File: config.mk
export PLATFORM = sky130hd
export DESIGN_NAME = sonar_ranging_ctrl
export DESIGN_NICKNAME = d
export VERILOG_FILES = /design/src/rtl/sonar_ranging_ctrl.sv
export SDC_FILE = /design/constraint.sdc
export NUM_CORES = 1
export LEC_CHECK = 0
export BUFFER_PORTS_ARGS = -buffer_cell sky130_fd_sc_hd__buf_4
export CAP_MARGIN = 20
export CORE_UTILIZATION = 30
export DETAILED_ROUTE_END_ITERATION = 8
export GPL_ROUTABILITY_DRIVEN = 0
export SLEW_MARGIN = 20
export SYNTH_ARGS = -nofsm -noshare
export SYNTH_HDL_FRONTEND = slang
export SYNTH_SLANG_ARGS = --single-unit
export TNS_END_PERCENT = 5
File: constraint.sdc
create_clock -name clk -period 2.5 [get_ports clk]
set_input_delay 0.5 -clock clk [delete_from_list [all_inputs] [get_ports clk]]
set_output_delay 0.5 -clock clk [all_outputs]
set_load 0.005 [all_outputs]
File: src/rtl/sonar_ranging_ctrl.sv
`timescale 1ns/1ps
// sonar_ranging_ctrl: sequences an HC-SR04-style ultrasonic ranger.
// It issues a periodic trigger pulse, times the synchronised echo in whole
// centimetres and publishes a 12-bit distance. A missing or over-long echo
// reports 4095 cm.
module sonar_ranging_ctrl #(
  parameter int unsigned TRIG_CYC         = 500,
  parameter int unsigned CYC_PER_CM       = 2900,
  parameter int unsigned ECHO_TIMEOUT_CYC = 1500000,
  parameter int unsigned MEAS_PERIOD_CYC  = 3000000
) (
  input  logic        clk,
  input  logic        n_rst,
  input  logic        enable,
  input  logic        echo,
  output logic        trig,
  output logic [11:0] binary_dst,
  output logic        dst_valid,
  output logic        timeout_err
);

  localparam int unsigned PW = (MEAS_PERIOD_CYC  > 1) ? $clog2(MEAS_PERIOD_CYC)  : 1;
  localparam int unsigned TW = (ECHO_TIMEOUT_CYC > 1) ? $clog2(ECHO_TIMEOUT_CYC) : 1;
  localparam int unsigned SW = (CYC_PER_CM       > 1) ? $clog2(CYC_PER_CM)       : 1;

  typedef enum logic [2:0] {
    S_IDLE,
    S_TRIG,
    S_WAIT_ECHO,
    S_MEASURE,
    S_HOLD
  } state_t;

  state_t          r_state;
  state_t          w_state_nxt;

  logic            r_echo_meta;
  logic            r_echo_s;
  logic            r_echo_d;
  logic            w_echo_rise;
  logic            w_echo_fall;

  logic [PW-1:0]   r_period_cnt;
  logic [TW-1:0]   r_tmo_cnt;
  logic [SW-1:0]   r_sub_cnt;
  logic [11:0]     r_cm_cnt;
  logic [11:0]     w_cm_nxt;

  logic            w_period_end;
  logic            w_trig_end;
  logic            w_tmo_hit;
  logic            w_sub_wrap;

  logic            w_enter_trig;
  logic            w_enter_wait;
  logic            w_start_meas;
  logic            w_done;
  logic            w_done_tmo;

  logic            r_trig;
  logic [11:0]     r_binary_dst;
  logic            r_dst_valid;
  logic            r_timeout_err;

  assign w_echo_rise  = r_echo_s & ~r_echo_d;
  assign w_echo_fall  = ~r_echo_s & r_echo_d;

  // period_cnt runs from TRIG entry, so it also times the trigger pulse
  assign w_period_end = (r_period_cnt == PW'(MEAS_PERIOD_CYC - 1));
  assign w_trig_end   = (r_period_cnt == PW'(TRIG_CYC - 1));
  assign w_tmo_hit    = (r_tmo_cnt == TW'(ECHO_TIMEOUT_CYC - 1));
  assign w_sub_wrap   = (r_sub_cnt == SW'(CYC_PER_CM - 1));

  // Centimetre count including this cycle's tick, so a falling edge reports
  // every cycle the echo was high.
  assign w_cm_nxt = ((r_state == S_MEASURE) && w_sub_wrap && (r_cm_cnt != 12'hFFF))
                    ? r_cm_cnt + 12'd1 : r_cm_cnt;

  // Two-flop synchroniser plus one delay stage for edge detection
  always_ff @(posedge clk or negedge n_rst) begin
    if (!n_rst) begin
      r_echo_meta <= 1'b0;
      r_echo_s    <= 1'b0;
      r_echo_d    <= 1'b0;
    end else begin
      r_echo_meta <= echo;
      r_echo_s    <= r_echo_meta;
      r_echo_d    <= r_echo_s;
    end
  end

  // State register
  always_ff @(posedge clk or negedge n_rst) begin
    if (!n_rst) begin
      r_state <= S_IDLE;
    end else begin
      r_state <= w_state_nxt;
    end
  end

  // Next-state decode; enable=0 overrides everything and aborts silently
  always_comb begin
    w_state_nxt  = r_state;
    w_enter_trig = 1'b0;
    w_enter_wait = 1'b0;
    w_start_meas = 1'b0;
    w_done       = 1'b0;
    w_done_tmo   = 1'b0;
    case (r_state)
      S_IDLE: begin
        if (enable) begin
          w_state_nxt  = S_TRIG;
          w_enter_trig = 1'b1;
        end
      end
      S_TRIG: begin
        if (w_trig_end) begin
          w_state_nxt  = S_WAIT_ECHO;
          w_enter_wait = 1'b1;
        end
      end
      S_WAIT_ECHO: begin
        if (w_tmo_hit) begin
          w_state_nxt = S_HOLD;
          w_done      = 1'b1;
          w_done_tmo  = 1'b1;
        end else if (w_echo_rise) begin
          w_state_nxt  = S_MEASURE;
          w_start_meas = 1'b1;
        end
      end
      S_MEASURE: begin
        // a fall in the timeout cycle still yields a normal result
        if (w_echo_fall) begin
          w_state_nxt = S_HOLD;
          w_done      = 1'b1;
        end else if (w_tmo_hit) begin
          w_state_nxt = S_HOLD;
          w_done      = 1'b1;
          w_done_tmo  = 1'b1;
        end
      end
      S_HOLD: begin
        if (w_period_end) begin
          w_state_nxt  = S_TRIG;
          w_enter_trig = 1'b1;
        end
      end
      default: begin
        w_state_nxt = S_IDLE;
      end
    endcase
    if (!enable) begin
      w_state_nxt  = S_IDLE;
      w_enter_trig = 1'b0;
      w_enter_wait = 1'b0;
      w_start_meas = 1'b0;
      w_done       = 1'b0;
      w_done_tmo   = 1'b0;
    end
  end

  // Period, timeout and echo-width counters
  always_ff @(posedge clk or negedge n_rst) begin
    if (!n_rst) begin
      r_period_cnt <= '0;
      r_tmo_cnt    <= '0;
      r_sub_cnt    <= '0;
      r_cm_cnt     <= '0;
    end else begin
      if (w_enter_trig) begin
        r_period_cnt <= '0;
      end else if (r_state != S_IDLE) begin
        r_period_cnt <= r_period_cnt + 1'b1;
      end

      if (w_enter_wait) begin
        r_tmo_cnt <= '0;
      end else if ((r_state == S_WAIT_ECHO) || (r_state == S_MEASURE)) begin
        r_tmo_cnt <= r_tmo_cnt + 1'b1;
      end

      if (w_start_meas) begin
        r_sub_cnt <= '0;
        r_cm_cnt  <= '0;
      end else if (r_state == S_MEASURE) begin
        r_sub_cnt <= w_sub_wrap ? '0 : r_sub_cnt + 1'b1;
        r_cm_cnt  <= w_cm_nxt;
      end
    end
  end

  // Registered outputs: trigger, result and its one-cycle strobes
  always_ff @(posedge clk or negedge n_rst) begin
    if (!n_rst) begin
      r_trig        <= 1'b0;
      r_binary_dst  <= 12'd4095;
      r_dst_valid   <= 1'b0;
      r_timeout_err <= 1'b0;
    end else begin
      r_trig        <= (w_state_nxt == S_TRIG);
      r_dst_valid   <= w_done;
      r_timeout_err <= w_done_tmo;
      if (w_done) begin
        r_binary_dst <= w_done_tmo ? '1 : w_cm_nxt;
      end
    end
  end

  assign trig        = r_trig;
  assign binary_dst  = r_binary_dst;
  assign dst_valid   = r_dst_valid;
  assign timeout_err = r_timeout_err;

endmodule
==> impl_summary.log <==
INFO  metric post-cts-setup-buffer-count = 0
INFO  metric unrepaired_setup_endpoints_after_global_routing = no
INFO  metric chipHeight = 128 µm
INFO  metric drive_gt1_share = approximately 15%
INFO  metric floorplan.rows = 45
INFO  metric power_density = between 500 and 600 mW/mm²
INFO  metric timing.critical_path.arrival = 2.44 ns
INFO  metric starting_density = 31.0%
INFO  metric final.period_utilization = 88.5%
INFO  metric floorplan.io_pins = 19
INFO  metric finalPower = around 3200 µW
INFO  metric layout_setup_ws = ~0.29 ns
INFO  metric worstRegToRegCells = 7
INFO  metric first_global_vias = 3521
INFO  metric grt_overflow = 0
INFO  metric syn2layout_area_growth = 14.5%
INFO  metric classification_of_the_worst_setup_path = reg2reg
INFO  metric postSynth.asyncResetShare = 100%
INFO  metric setup_viol_count_final = 0
INFO  metric die_area = roughly 0.016 mm²
INFO  metric min_period = 2.21 ns
INFO  metric antennaDiodeCount = 0
INFO  metric clock_path_buffers = 2
INFO  metric post-route-drc-count = 0
INFO  metric cts_hold_buffers_added = 0
INFO  metric ys_dominant_reg_cell = dfrtp_1
INFO  metric maxCapViolCount = 0
INFO  metric finish.cell_count_without_fillers = 721
INFO  metric avgSynthCellArea = 9.80 µm²
INFO  metric detail_route.first_pass.iterations = 4
INFO  metric layout_common_cells = 76 x dfrtp_1, 73 x nor2_1, 35 x xnor2_1, 34 x nand3_1, 30 x nand2_1
INFO  metric post_synth_instance_area = roughly 0.0048 mm²
INFO  metric final.setup.tns = 0 ns
INFO  metric post_drt_wl_per_cell = 13.6 µm
INFO  metric clock-root-buffer = clkbuf_16
INFO  metric grt_first_pass_wirelength = between 15 and 20 mm
INFO  metric yosys.cell_types.count = 63
INFO  metric hold_path_class = in2async
INFO  metric tritoncts = built
INFO  metric slew_headroom = 54.6%
INFO  metric power_switching_share = 26.1%
INFO  metric ys.warnings.count = 0
INFO  metric tritoncts_num_sinks = 88
INFO  metric synth-edff-count = 0
INFO  metric pre_cts_slack = between 0.3 and 0.4 ns
INFO  metric seqPwrFrac = 48.8%
INFO  metric layout.cells.most_common = dfrtp_1
INFO  metric power_frac_comb = 8.6%
INFO  metric grt_util_all_layers = 13.2%
INFO  metric post_cts_sizing = 0
INFO  metric cts_htree_levels = 3
INFO  metric totalWireLength = a little under 10 mm
INFO  metric power.clock.fraction = 42.6%
INFO  metric fin_hold_ws = 0.120 ns
INFO  metric finClkSkew = 0.00796 ns
INFO  metric placedCellCount = 705
INFO  metric grt_max_degree = 53
INFO  metric critPathRequiredTime = between 2 and 3 ns
INFO  metric maxSlewViolCount = 0
INFO  metric num_cts_buffers = 9
INFO  metric syn_nets = 494
INFO  metric critical_path.startpoint_type = register
INFO  metric drt_iter0_drcs = roughly 250
INFO  metric postRouteAntennaNets = 0
INFO  metric worst-slew-pin-transition = 0.675 ns
INFO  metric routed_via_density = 5.05
INFO  metric power_report.internal_total = 2400 µW
INFO  metric run_status = finished clean
INFO  metric chipWidth = 128 µm
INFO  metric nets = 513
INFO  metric synth.ff_latch_count = 88
INFO  metric worst_ir_drop_vdd = 0.371 mV
INFO  metric max_freq = 452 MHz
INFO  metric fp.coreArea = 0.0154 mm²
INFO  metric syn-instance-count = 486
INFO  metric path_max_fanout = 21
INFO  metric final_hold_viol_count = 0
INFO  metric leakage = ~0.0021 µW
INFO  metric port_buffers = 18
INFO  metric cts.clk_slew.worst_paths = 0.07 ns
INFO  metric total_switching_power = approximately 850 µW
INFO  metric hpwlAfterDp = 6.98 mm
INFO  metric antenna_found_initial = 0
INFO  metric synth_seq_area_share = 46.5%
INFO  metric setup.worst_path.end_class = register
INFO  metric detailroute.via_count = 3639
INFO  metric worst_skew_pair.late_latency = between 0.3 and 0.4 ns
routing by layer:
layer	share of wire [%]	up-vias	GRT usage [%]	wire, µm
met4	1.0	0	3.53	99
li1	-	1779	-	-
met2	46	59	20.5	4520
met5	0	-	0	0
met1	50	1793	18.0	4880
met3	3.3	8	3.84	326
sequential cells by signal, indices dropped and copies added (netlist names):
name and count:
r_period_cnt 22, r_tmo_cnt 21, binary_dst 12, r_cm_cnt 12, r_sub_cnt 12, r_state 3, dst_valid 1, r_echo_d 1
r_echo_meta 1, r_echo_s 1, timeout_err 1, trig 1
Yosys cell counts (3+ instances only):
cell type | n | area, µm²
a21oi_1 | 8 | 40.0
o21ai_0 | 15 | 75.1
xor2_1 | 18 | 158
nor2_1 | 73 | 274
buf_2 | 3 | 15.0
nor3_1 | 14 | 70.1
nand2b_1 | 4 | 25.0
nand4_1 | 13 | 81.3
o21a_1 | 3 | 22.5
or3_1 | 8 | 50.1
dfstp_2 | 12 | 315
inv_1 | 9 | 33.8
buf_4 | 6 | 45.0
and4_1 | 7 | 61.3
dfrtp_1 | 76 | 1900
nand3_1 | 34 | 170
and3_1 | 12 | 75.1
clkbuf_1 | 9 | 33.8
nor4_1 | 12 | 75.1
nand2_1 | 30 | 113
a2bb2oi_1 | 11 | 96.3
ha_1 | 4 | 50.1
a31oi_1 | 10 | 62.6
mux2i_1 | 3 | 30.0
nand3b_1 | 6 | 45.0
xnor2_1 | 35 | 307
final timing paths:
| check | from | slack (ns) | to |
|---|---|---|---|
| worst max-delay path | r_period_cnt[0]$_DFFE_PN0P_ | 0.29 | r_tmo_cnt[1]$_DFFE_PN0P_ |
| min in group clk | echo | 0.26 | r_echo_meta$_DFF_PN0_ |
| worst min-delay path | n_rst | 0.12 | r_cm_cnt[7]$_DFFE_PN0P_ |
| worst min register to register | r_echo_meta$_DFF_PN0_ | 0.35 | r_echo_s$_DFF_PN0_ |
| worst max register to register | r_period_cnt[0]$_DFFE_PN0P_ | 0.29 | r_tmo_cnt[1]$_DFFE_PN0P_ |
| max in group asynchronous | n_rst | 1.72 | binary_dst[1]$_DFFE_PN1P_ |
power groups by stage:
stage	clock [µW]	combinational, µW	sequential, µW
2_1_floorplan	0	210	1580
3_3_place_gp	0	275	1600
3_5_place_dp	0	282	1610
4_1_cts	1420	282	1580
5_1_grt	1490	322	1600
6_report	1380	278	1580
worst max-delay path, cell delays in order (launching register included):
cell and delay [ns]:
dfrtp_1 0.44, ha_1 0.30, nor4bb_1 0.32, nand3_1 0.16, nor4b_4 0.36, and4_1 0.29, buf_12 0.16, nor2_1 0.06
kinds of logic after synthesis:
group                    Yosys count  synth area share (%)
adder cells (fa/ha/maj)            4                  1.05
buffers and inverters             29                  3.15
XOR/XNOR                          53                  9.74
AND/OR/NAND/NOR                  239                  28.0
AO/OA/AOI/OAI                     69                  10.6
multiplexers                       4                 0.867
flip-flops                        88                  46.5
final cells by class:
type                    count  area [µm²]
clock inverters             7        83.8
well taps                 211         264
flip-flops and latches     88        2220
clock buffers               9         225
fillers                  1531        9910
inverters                   9        33.8
multi-input cells         369        2400
repair buffers             28         235
per-stage QoR:
stage               area, µm²  utilization (%)
floorplan                4760                -
global placement         5150             33.5
detailed placement       5150             33.5
CTS                      5460             35.5
global route             5460             35.5
finish                   5460             35.5
No activity file was read; power rests on OpenSTA's default activity.
